`config.mk`:
```
export PLATFORM = sky130hd
export DESIGN_NAME = soc_obi_to_apb
export DESIGN_NICKNAME = d
export VERILOG_FILES = /design/src/rtl/soc_obi_to_apb.sv
export SDC_FILE = /design/constraint.sdc
export NUM_CORES = 1
export LEC_CHECK = 0
export ABC_AREA = 1
export CAP_MARGIN = 20
export CELL_PAD_IN_SITES_DETAIL_PLACEMENT = 1
export CELL_PAD_IN_SITES_GLOBAL_PLACEMENT = 1
export CORE_ASPECT_RATIO = 1.75
export CORE_MARGIN = 2
export CORE_UTILIZATION = 30
export DETAILED_ROUTE_END_ITERATION = 16
export MAX_ROUTING_LAYER = met4
export PLACE_DENSITY_LB_ADDON = 0.15
export SLEW_MARGIN = 30
export SYNTH_ARGS = -nofsm -noshare
export SYNTH_HDL_FRONTEND = slang
export SYNTH_SLANG_ARGS = --single-unit
```
`constraint.sdc`:
```
create_clock -name clk_i -period 3.7 [get_ports clk_i]
set_input_delay 0.37 -clock clk_i [delete_from_list [all_inputs] [get_ports clk_i]]
set_output_delay 0.37 -clock clk_i [all_outputs]
set_load 0.02 [all_outputs]
```
`src/rtl/soc_obi_to_apb.sv`:
```
// soc_obi_to_apb_pkg / soc_obi_to_apb
//
// Bridges one 64-bit OBI manager transaction at a time onto a 32-bit APB
// completer. Each OBI access is split into at most two APB transfers:
// the lower word first, then the upper word. Byte enables pick the halves.
// Read data is assembled into a 64-bit response, and APB errors are ORed
// into a sticky error flag.
//
// Optional feature (macro SOC_OBI2APB_TIMEOUT_EN): an ACCESS-phase watchdog.
// An APB half that waits TimeoutCycles cycles without pready is ended with
// an error and zero read data. When the macro is undefined there is no
// counter, and ACCESS waits for pready indefinitely.
//
// Ports:
//   clk_i        clock, rising edge
//   rst_ni       asynchronous active-low reset
//   obi_req_i    OBI request (req, addr[47:0], we, be[7:0], wdata[63:0], aid[3:0])
//   obi_rsp_o    OBI response (gnt, rvalid, rdata[63:0], rid[3:0], err)
//   apb_req_o    APB request (paddr, pprot, psel, penable, pwrite, pwdata, pstrb)
//   apb_rsp_i    APB response (pready, prdata, pslverr)
//   dbg_state_o  current FSM state (0 IDLE, 1 SETUP, 2 ACCESS, 3 RESP)
//
// Handshake: an OBI request is accepted in the cycle where req && gnt.
// gnt is offered only in IDLE, so at most one transaction is in flight.
// The response is a one-cycle rvalid pulse with no back-pressure. An APB
// transfer completes in the ACCESS cycle where pready is high.

package soc_obi_to_apb_pkg;
    typedef struct packed {
        logic        req;
        logic [47:0] addr;
        logic        we;
        logic [7:0]  be;
        logic [63:0] wdata;
        logic [3:0]  aid;
    } soc_obi_req_t;

    typedef struct packed {
        logic        gnt;
        logic        rvalid;
        logic [63:0] rdata;
        logic [3:0]  rid;
        logic        err;
    } soc_obi_rsp_t;

    typedef struct packed {
        logic [31:0] paddr;
        logic [2:0]  pprot;
        logic        psel;
        logic        penable;
        logic        pwrite;
        logic [31:0] pwdata;
        logic [3:0]  pstrb;
    } soc_apb_req_t;

    typedef struct packed {
        logic        pready;
        logic [31:0] prdata;
        logic        pslverr;
    } soc_apb_resp_t;
endpackage

module soc_obi_to_apb
    import soc_obi_to_apb_pkg::*;
#(
    parameter int unsigned TimeoutCycles = 256
) (
    input  logic          clk_i,
    input  logic          rst_ni,
    input  soc_obi_req_t  obi_req_i,
    output soc_obi_rsp_t  obi_rsp_o,
    output soc_apb_req_t  apb_req_o,
    input  soc_apb_resp_t apb_rsp_i,
    output logic [1:0]    dbg_state_o
);

    typedef enum logic [1:0] {
        IDLE   = 2'd0,
        SETUP  = 2'd1,
        ACCESS = 2'd2,
        RESP   = 2'd3
    } state_e;

    state_e       state_q;
    logic [28:0]  addr_q;       // addr[31:3]; the word offset comes from the half
    logic         we_q;
    logic [7:0]   be_q;
    logic [63:0]  wdata_q;
    logic [3:0]   aid_q;
    logic         upper_q;      // half currently on the bus is the upper word
    logic         upper_pend_q; // upper word still to be issued after this one
    soc_apb_req_t apb_q;
    logic         rvalid_q;
    logic [63:0]  rdata_q;
    logic         err_q;

    logic         gnt;
    logic         grant_upper;  // only the upper half is enabled
    logic         grant_both;
    logic         timeout;
    logic         half_done;
    logic [31:0]  half_rdata;
    logic         half_err;

    // Build the SETUP-phase request for one half. Reads drive zero data and
    // strobes. be == 0 still issues the lower half, with pstrb = 0.
    function automatic soc_apb_req_t half_req(input logic [28:0] a,
                                              input logic        we,
                                              input logic [7:0]  be,
                                              input logic [63:0] wd,
                                              input logic        upper);
        soc_apb_req_t r;
        r         = '0;
        r.psel    = 1'b1;
        r.pwrite  = we;
        r.paddr   = {a, upper, 2'b00};
        if (we) begin
            r.pwdata = upper ? wd[63:32] : wd[31:0];
            r.pstrb  = upper ? be[7:4]   : be[3:0];
        end
        return r;
    endfunction

    assign gnt         = rst_ni && (state_q == IDLE) && obi_req_i.req;
    assign grant_upper = (obi_req_i.be[3:0] == 4'h0) && (obi_req_i.be[7:4] != 4'h0);
    assign grant_both  = (obi_req_i.be[3:0] != 4'h0) && (obi_req_i.be[7:4] != 4'h0);

`ifdef SOC_OBI2APB_TIMEOUT_EN
    localparam int CntW = $clog2(TimeoutCycles + 1);
    logic [CntW-1:0] to_cnt_q;

    // Held at zero outside ACCESS, so every SETUP entry starts a fresh count.
    always_ff @(posedge clk_i or negedge rst_ni) begin
        if (!rst_ni) begin
            to_cnt_q <= '0;
        end else if (state_q != ACCESS) begin
            to_cnt_q <= '0;
        end else if (!apb_rsp_i.pready) begin
            to_cnt_q <= to_cnt_q + CntW'(1);
        end
    end

    // Fires on the TimeoutCycles-th ACCESS cycle without pready.
    assign timeout = (state_q == ACCESS) && !apb_rsp_i.pready &&
                     (to_cnt_q == CntW'(TimeoutCycles - 1));
`else
    logic unused_timeout_cfg;
    assign unused_timeout_cfg = (TimeoutCycles != 0);
    assign timeout            = 1'b0;
`endif

    assign half_done  = apb_rsp_i.pready || timeout;
    assign half_rdata = timeout ? 32'h0 : apb_rsp_i.prdata;
    assign half_err   = apb_rsp_i.pslverr || timeout;

    always_ff @(posedge clk_i or negedge rst_ni) begin
        if (!rst_ni) begin
            state_q      <= IDLE;
            addr_q       <= '0;
            we_q         <= 1'b0;
            be_q         <= '0;
            wdata_q      <= '0;
            aid_q        <= '0;
            upper_q      <= 1'b0;
            upper_pend_q <= 1'b0;
            apb_q        <= '0;
            rvalid_q     <= 1'b0;
            rdata_q      <= '0;
            err_q        <= 1'b0;
        end else begin
            case (state_q)
                IDLE: begin
                    if (gnt) begin
                        addr_q       <= obi_req_i.addr[31:3];
                        we_q         <= obi_req_i.we;
                        be_q         <= obi_req_i.be;
                        wdata_q      <= obi_req_i.wdata;
                        aid_q        <= obi_req_i.aid;
                        upper_q      <= grant_upper;
                        upper_pend_q <= grant_both;
                        rdata_q      <= '0;
                        err_q        <= 1'b0;
                        apb_q        <= half_req(obi_req_i.addr[31:3], obi_req_i.we,
                                                 obi_req_i.be, obi_req_i.wdata,
                                                 grant_upper);
                        state_q      <= SETUP;
                    end
                end
                SETUP: begin
                    apb_q.penable <= 1'b1;
                    state_q       <= ACCESS;
                end
                ACCESS: begin
                    if (half_done) begin
                        if (upper_q) rdata_q[63:32] <= half_rdata;
                        else         rdata_q[31:0]  <= half_rdata;
                        err_q <= err_q | half_err;
                        // An error on the lower half does not cancel the upper half.
                        if (upper_pend_q) begin
                            upper_pend_q <= 1'b0;
                            upper_q      <= 1'b1;
                            apb_q        <= half_req(addr_q, we_q, be_q, wdata_q, 1'b1);
                            state_q      <= SETUP;
                        end else begin
                            apb_q    <= '0;
                            rvalid_q <= 1'b1;
                            state_q  <= RESP;
                        end
                    end
                end
                RESP: begin
                    rvalid_q <= 1'b0;
                    state_q  <= IDLE;
                end
                default: state_q <= IDLE;
            endcase
        end
    end

    // The bridge only forwards the 8-byte-aligned low 32 address bits.
    logic unused_addr;
    assign unused_addr = ^{obi_req_i.addr[47:32], obi_req_i.addr[2:0]};

    always_comb begin
        obi_rsp_o        = '0;
        obi_rsp_o.gnt    = gnt;
        obi_rsp_o.rvalid = rvalid_q;
        obi_rsp_o.rdata  = rdata_q;
        obi_rsp_o.rid    = aid_q;
        obi_rsp_o.err    = err_q;
    end

    assign apb_req_o   = apb_q;
    assign dbg_state_o = state_q;

endmodule

```
==> out/metrics.yaml, run 1 <==
power:
  pwr-share-comb: 0.438
  vdd_drop_max_mv: 0.529
  leakage_nw: 6.08
  swShare: 0.387
  p_int_mw: 6.71
  p_total_mw: 10.9
  power_switching_mw: 4.24
  share_seq_of_total_power: 0.355
  p_clk_frac: 0.208
  power_density_nw_per_um2: 837
clocking:
  post-cts-setup-buffer-count: 0
  cts_tree: "built"
  cts_max_level: 1
  clk_pin_slew_ns: 0.06
  clockBufferDepth: 3
  clk_latency_ns: 0.52
  cts.sinks: 209
  cts_buffers: 22
  cts-root-buf: "clkbuf_16"
sta:
  fin_setup_tns_ns: 0
  finalSetupViolations: 0
  period_needed_ns: 2.54
  finalHoldViolCount: 0
  setup_ws_ns: 1.16
  period_share: 0.688
  slew_viol_final: 0
  whs_ns: 0.326
  rsz0062_at_grt: "no"
  skew_ns: 0.0162
  tightest_slew_ns: 0.866
  relSlewSlack: 0.421
  fmax_mhz: 393
global_route:
  gr-total-overflow: 0
  antenna_found_initial: 1
  grt_pass1_wl_mm: 47.8
  grt_use_total: 0.194
  grt_pass1_vias: 8937
  grt_max_degree: 75
layout:
  final_cell_count_no_fill: 1768
  fin_util: 0.435
  area_growth_pct: 42.9
  layout-drive-gt1-share: 0.0457
  mostFrequentLayoutCell: "clkdlybuf4s50_1"
  final_nets: 1529
  final_cell_mix: "clkdlybuf4s50_1, nand2_1, dfrtp_1"
  final_area_um2: 13100
floorplanning:
  start_util: 0.304
  die_h_um: 235
  core_area_um2: 30100
  rows: 84
  die-area_um2: 32000
  die_w_um: 136
  io-pin-count: 309
setup_path:
  cp-start-kind: "input port"
  worst-path-buf-inv: 5
  end_kind: "primary output"
  worst-path-max-fanout: 41
  crit_family: "buffers and inverters"
  worstPathRequired_ns: 3.33
  crit_chain: "dlygate4sd3_1 > buf_8 > nand2_1 > inv_1 > nand2_2 > inv_2 > clkdlybuf4s50_1"
  crit_path_max_incr_delay_ns: 0.61
  path_class: "input port to primary output"
  cp_data_arrival_time_ns: 2.17
  worst_path_max_delay_cell: "clkdlybuf4s50_1"
run_status:
  status: "finished, final reports clean"
place:
  io_buffers: 284
  routabilityCongestion: 0.779
  placedCellCount: 1729
  dp_slack_ns: 1.10
  place_area_um2: 12300
  dpl.hpwl_mm: 19.8
routing:
  dr_total_vias: 8072
  wl_per_cell_um: 16.7
  drtIter0Drc: 328
  route.detailed.drc: 0
  wirelength_mm: 29.5
  drtAntennaViolNets: 0
  viasPerCell: 4.57
  dr.pass1.iters: 5
logic_synthesis:
  synth_cells: 1106
  synth-seq-cells: 209
  synth.avg_cell_area_um2: 8.27
  post_synth_num_cell_types: 23
  ys_seq_area_frac: 0.572
  netlist_area_um2: 9150
  ys_warn_count: 0
min_path:
  hp-class: "input port to asynchronous set/reset pin"
flow_run:
  maxCapViolCount: 0
==> logic make-up (layout without fill, tap and decap cells) <==
logic type	after synthesis	count (layout)	share of synthesized area
AOI/OAI and AO/OA	235	235	0.139
buffers and inverters	270	540	0.118
DFF	209	209	0.572
other	1	6	0.000410
and+or+nand+nor	391	391	0.171
==> synth_stat cells <==
| master | n | share of area |
|---|---|---|
| nand3_1 | 64 | 0.035 |
| dfrtp_1 | 209 | 0.57 |
| conb_1 | 1 | 0.00041 |
| clkbuf_2 | 2 | 0.0011 |
| inv_1 | 199 | 0.082 |
| o22ai_1 | 1 | 0.00068 |
| or3b_2 | 1 | 0.00096 |
| nor2_2 | 1 | 0.00068 |
| buf_2 | 16 | 0.0088 |
| nor2_1 | 78 | 0.032 |
| buf_1 | 7 | 0.0029 |
| nand2_2 | 1 | 0.00068 |
| a21oi_4 | 2 | 0.0036 |
| nor2_4 | 1 | 0.0012 |
| buf_4 | 11 | 0.0090 |
| o21ai_0 | 100 | 0.055 |
| clkbuf_1 | 32 | 0.013 |
| nor3_1 | 1 | 0.00055 |
| o21ai_1 | 30 | 0.016 |
| a21oi_1 | 73 | 0.040 |
| inv_2 | 3 | 0.0012 |
| o211ai_1 | 29 | 0.024 |
| nand2_1 | 244 | 0.10 |
==> power by group through the flow <==
stage	combinational (mW)	sequential, mW	clock (mW)
final	4.79	3.88	2.27
after CTS	4.91	3.90	2.37
after global placement	4.81	3.89	0
after detailed placement	4.88	3.94	0
after global routing	5.31	4.02	2.45
after floorplan	1.76	4.71	0
==> sequential cells by signal, summed over array words and instances (netlist names) <==
name and cells:
apb_req_o 69, rvalid_q 1, wdata_q 32, upper_pend_q 1, err_q 1, upper_q 1
dbg_state_o 2, rdata_q 64, be_q 4, we_q 1, addr_q 29, aid_q 4
==> worst reg2reg max path, stage by stage (launching register included) <==
cell     delay, ns
dfrtp_1       0.52
inv_2         0.09
nor2_2        0.21
inv_2         0.34
nor2_4        0.63
buf_4         0.36
a21oi_1       0.11
a21oi_1       0.16
==> final cells by class <==
class	instances	area (um2)
multi-input cells	631	2880
clock inverters	5	86.3
diodes	1	2.50
clock buffers	32	648
repair buffers	301	2990
fillers	3591	17000
well taps	387	484
inverters	202	758
flip-flops and latches	209	5230
==> per-layer routing <==
metal / GRT usage / share of wire / vias up
met1: 0.217 / 0.39 / 3893
met3: 0.0371 / 0.058 / 38
met4: 0.0511 / 0.018 / 0
met2: 0.347 / 0.53 / 202
li1: - / - / 3939
met5: - / 0 / -
==> path summary, 6_finish.rpt <==
kind | end | depth (start not counted) | startpoint | slack [ns]
max in group asynchronous | apb_req_o[28]$_DFFE_PN0P_ | 4 | rst_ni | 1.82
max | obi_rsp_o[70] | 7 | rst_ni | 1.16
min in group clk_i | aid_q[3]$_DFFE_PN0P_ | 3 | obi_req_i[3] | 0.40
min reg2reg | apb_req_o[37]$_DFFE_PN0P_ | 2 | apb_req_o[37]$_DFFE_PN0P_ | 0.47
min | rdata_q[10]$_DFFE_PN0P_ | 2 | rst_ni | 0.33
max reg2reg | apb_req_o[25]$_DFFE_PN0P_ | 7 | dbg_state_o[1]$_DFFE_PN0P_ | 1.19
==> timing repair <==
| item | CTS | global route |
|---|---|---|
| hold endpoints to repair | 38 | 0 |
| endpoints found under the setup margin | 0 | 0 |
| hold buffers | 1 | 0 |
| resized for setup | 0 | 0 |
No activity file was read; power rests on OpenSTA's default activity.
==> run 2: changes to the inputs <==
clock period = 2.6 ns   (was 3.7 ns; I/O delays follow)
==> out/metrics.yaml, run 2 (synthesis results as in run 1) <==
run_status:
  status: "finished, final reports clean"
floorplanning:
  die_h_um: 235
  io-pin-count: 309
  die-area_um2: 32000
  die_w_um: 136
  core_area_um2: 30100
  start_util: 0.304
  rows: 84
routing:
  wl_per_cell_um: 16.9
  route.detailed.drc: 0
  wirelength_mm: 30.0
  drtAntennaViolNets: 0
  dr_total_vias: 8120
  viasPerCell: 4.58
  dr.pass1.iters: 4
  drtIter0Drc: 320
sta:
  fin_setup_tns_ns: 0
  tightest_slew_ns: 0.726
  fmax_mhz: 442
  relSlewSlack: 0.516
  finalSetupViolations: 0
  rsz0062_at_grt: "no"
  period_needed_ns: 2.26
  period_share: 0.870
  skew_ns: 0.0178
  finalHoldViolCount: 0
  slew_viol_final: 0
power:
  power_density_nw_per_um2: 1200
  vdd_drop_max_mv: 0.560
  leakage_nw: 6.14
layout:
  mostFrequentLayoutCell: "clkdlybuf4s50_1"
  area_growth_pct: 44.5
  seq_area_um2: 5230
  final_cell_mix: "clkdlybuf4s50_1, nand2_1, dfrtp_1"
  layout-drive-gt1-share: 0.0498
  largest_reg_flops: 69
  n_fill_cell: 3573
  final_nets: 1532
  multiInputGateArea_um2: 2880
  fin_util: 0.440
global_route:
  grt_pass1_wl_mm: 48.0
  grt_pass1_vias: 8871
  grt_max_degree: 175
  antenna_found_initial: 2
  grt_use_total: 0.195
  gr-total-overflow: 0
place:
  routabilityCongestion: 0.770
  dpl.hpwl_mm: 20.1
  io_buffers: 284
clocking:
  clk_pin_slew_ns: 0.06
  cts.sinks: 209
  cts_buffers: 22
  clockBufferDepth: 3
  clk_latency_ns: 0.52
  cts-root-buf: "clkbuf_16"
  post-cts-setup-buffer-count: 0
  cts_max_level: 1
  cts_tree: "built"
setup_path:
  crit_start: "dbg_state_o[1]$_DFFE_PN0P_"
  cp-start-kind: "flip-flop"
  cp_data_arrival_time_ns: 2.00
  end_kind: "primary output"
  worst-path-max-fanout: 5
  worstPathRequired_ns: 2.34
  path_class: "flip-flop to primary output"
  r2r_start: "dbg_state_o[1]$_DFFE_PN0P_"
min_path:
  hp-class: "input port to flip-flop"
  min_from: "obi_req_i[1]"
flow_run:
  maxCapViolCount: 0
[run 2: final timing paths]
check	end	slack (ns)	cells past startpoint
worst max-delay path	obi_rsp_o[70]	0.34	4
worst min-delay path	aid_q[1]$_DFFE_PN0P_	0.28	3
worst max register to register	rdata_q[61]$_DFFE_PN0P_	0.51	9
worst min register to register	apb_req_o[37]$_DFFE_PN0P_	0.47	2
max in group asynchronous	rdata_q[29]$_DFFE_PN0P_	1.24	4
min in group asynchronous	addr_q[19]$_DFFE_PN0P_	0.42	3
[run 2: routing by layer]
layer / up-vias / GRT usage / wire, um
met2: 192 / 0.350 / 15900
li1: 3935 / - / -
met5: - / - / 0
met1: 3967 / 0.219 / 12000
met4: 0 / 0.0461 / 480
met3: 26 / 0.0365 / 1630
[run 2: what timing repair did]
action                                 4_1_cts  5_1_grt
endpoints found under the hold margin       50        0
hold buffers                                 1        0
gates resized for setup                      0        0
[run 2: layout make-up]
| type | instances | area share |
|---|---|---|
| flip-flops and latches | 209 | 0.396 |
| inverters | 202 | 0.0573 |
| repair buffers | 304 | 0.234 |
| clock buffers | 31 | 0.0487 |
| multi-input cells | 631 | 0.217 |
| well taps | 387 | 0.0366 |
| clock inverters | 8 | 0.00975 |
| diodes | 2 | 0.000379 |
[run 2: through the flow]
step           power [mW]  cells  instance area, um2  hold slack (ns)  setup WS, ns
2_1_floorplan        9.20   1110                9170          -0.0356         0.810
3_3_place_gp         12.5   1731               12400            0.462         0.476
3_5_place_dp         12.6   1731               12400            0.462         0.468
4_1_cts              16.2   1771               13200            0.263         0.289
5_1_grt              17.0   1774               13200            0.305         0.240
6_report             15.9   1774               13200            0.282         0.337
[run 2: report_power, final]
group / internal, mW / switching (mW)
Sequential: 4.76 / 0.770
Combinational: 2.94 / 4.00
Clock: 2.03 / 1.35
[run 2: worst max-delay path, cell delays in order, from the launching register on]
cell	delay (ns)
dfrtp_1	0.49
nor2_1	0.17
nand2_2	0.09
inv_2	0.11
clkdlybuf4s50_1	0.62
==> run 3: changes to the inputs <==
CAP_MARGIN = 10   (was 20)
CORE_UTILIZATION = 36   (was 30)
clock period = 2.8 ns   (was 2.6 ns; I/O delays follow)
==> out/metrics.yaml, run 3 (synthesis results as in run 1) <==
run_status:
  status: "finished, final reports clean"
power:
  power_density_nw_per_um2: 1100
  leakage_nw: 6.07
  vdd_drop_max_mv: 0.525
setup_path:
  r2r_start: "dbg_state_o[1]$_DFFE_PN0P_"
  crit_path_max_incr_delay_ns: 0.51
  path_common_cell: "inv_2"
  worst_path_max_delay_cell: "dfrtp_1"
  cp-start-kind: "flip-flop"
  r2r_slack_ns: 0.52
  end_kind: "flip-flop"
  cp.depth: 8
  crit_chain: "inv_2 > nor2_2 > nand2_1 > nand2_2 > inv_2 > a21oi_4 > buf_4 > o21ai_0"
  worstPathRequired_ns: 3.16
  reg2reg_depth: 8
  worst-path-buf-inv: 3
  worstSetupEndpoint: "rdata_q[18]$_DFFE_PN0P_"
  cp_data_arrival_time_ns: 2.64
  worst-path-max-fanout: 64
  path_class: "flip-flop to flip-flop"
  crit_start: "dbg_state_o[1]$_DFFE_PN0P_"
  timing.rr.end: "rdata_q[18]$_DFFE_PN0P_"
  crit_family: "buffers and inverters"
place:
  dpl.hpwl_mm: 19.4
  place_area_um2: 12300
  dp_slack_ns: 0.496
  io_buffers: 284
  routabilityCongestion: 0.789
sta:
  finalHoldViolCount: 0
  skew_ns: 0.00682
  period_share: 0.815
  fmax_mhz: 438
  slew_viol_final: 0
  period_needed_ns: 2.28
  tightest_slew_ns: 0.724
  setup_ws_ns: 0.519
  finalSetupViolations: 0
  fin_setup_tns_ns: 0
  rsz0062_at_grt: "no"
  relSlewSlack: 0.517
clocking:
  clk_latency_ns: 0.51
  cts_buffers: 21
  post_cts_resize_count: 0
  hold_buffers: 1
  cts.sinks: 209
  post-cts-setup-buffer-count: 0
  clk_pin_slew_ns: 0.06
  cts-root-buf: "clkbuf_16"
  cts_tree: "built"
  clockBufferDepth: 3
  cts_max_level: 1
global_route:
  antenna_found_initial: 4
  grt_max_degree: 170
  grt_use_total: 0.226
  gr-total-overflow: 0
  grt_pass1_wl_mm: 47.5
  grt_pass1_vias: 8964
floorplanning:
  rows: 77
  core_area_um2: 25100
  io-pin-count: 309
  die_h_um: 215
  die_w_um: 125
  start_util: 0.364
  die-area_um2: 26800
layout:
  n_fill_cell: 2929
  multiInputGateArea_um2: 2880
  largest_reg_flops: 69
  seq_area_um2: 5230
  final_nets: 1530
  final_area_um2: 13000
  final_cell_mix: "clkdlybuf4s50_1, nand2_1, dfrtp_1"
  mostFrequentLayoutCell: "clkdlybuf4s50_1"
  area_growth_pct: 42.1
  layout-drive-gt1-share: 0.0442
routing:
  viasPerCell: 4.83
  route.detailed.drc: 0
  drtAntennaViolNets: 0
  wirelength_mm: 29.3
  dr_total_vias: 8208
  drtIter0Drc: 300
  dr.pass1.iters: 4
  wl_per_cell_um: 17.2
min_path:
  hp-class: "input port to flip-flop"
  whs_path_depth: 3
flow_run:
  maxCapViolCount: 0
## run 3: cell types whose count changed in the layout (fill, tap and decap cells not counted), sizes merged
cell,previous run,this run
bufinv,3,1
clkinvlp,1,0
buf,20,19
clkinv,4,2
clkbuf,31,32
inv,202,203
diode,2,4
## run 3: per-stage QoR
stage,power [mW],instances,util,hold WS (ns)
floorplan,8.54,1110,-,-0.0156
global placement,11.5,1659,0.489,0.414
detailed placement,11.7,1659,0.489,0.410
CTS,14.6,1696,0.516,0.299
global route,15.3,1701,0.517,0.330
finish,14.3,1701,0.517,0.316
## run 3: worst min-delay path by stage
stage | slack [ns] | to | start
floorplan | -0.02 | addr_q[0]$_DFFE_PN0P_ | rst_ni
global placement | 0.41 | rdata_q[11]$_DFFE_PN0P_ | rst_ni
global route | 0.33 | aid_q[3]$_DFFE_PN0P_ | obi_req_i[3]
CTS | 0.30 | aid_q[2]$_DFFE_PN0P_ | obi_req_i[2]
detailed placement | 0.41 | rdata_q[43]$_DFFE_PN0P_ | rst_ni
finish | 0.32 | aid_q[2]$_DFFE_PN0P_ | obi_req_i[2]
## run 3: per-layer routing
| layer | vias up | track usage | wire length [um] |
|---|---|---|---|
| li1 | 3938 | - | - |
| met1 | 4005 | 0.258 | 11700 |
| met2 | 216 | 0.395 | 15300 |
| met3 | 49 | 0.0381 | 1370 |
| met4 | 0 | 0.0861 | 922 |
| met5 | - | - | 0 |
## run 3: worst min-delay path, cell delays in order
cell and delay (ns):
clkdlybuf4s50_1 0.39, nand2_1 0.07, nand2_1 0.04
## run 3: area by class of cell
type                            instances  area share
Clock buffer                           32      0.0467
Multi-Input combinational cell        631       0.221
Clock inverter                          4     0.00375
Sequential cell                       209       0.402
Inverter                              202      0.0583
Timing Repair Buffer                  303       0.237
Tap cell                              316      0.0304
Antenna cell                            4    0.000770
## run 3: power breakdown
part	switching (mW)	internal [mW]	leakage (nW)
clock	1.19	1.59	0.322
combinational	3.71	2.70	3.10
sequential	0.732	4.42	2.65
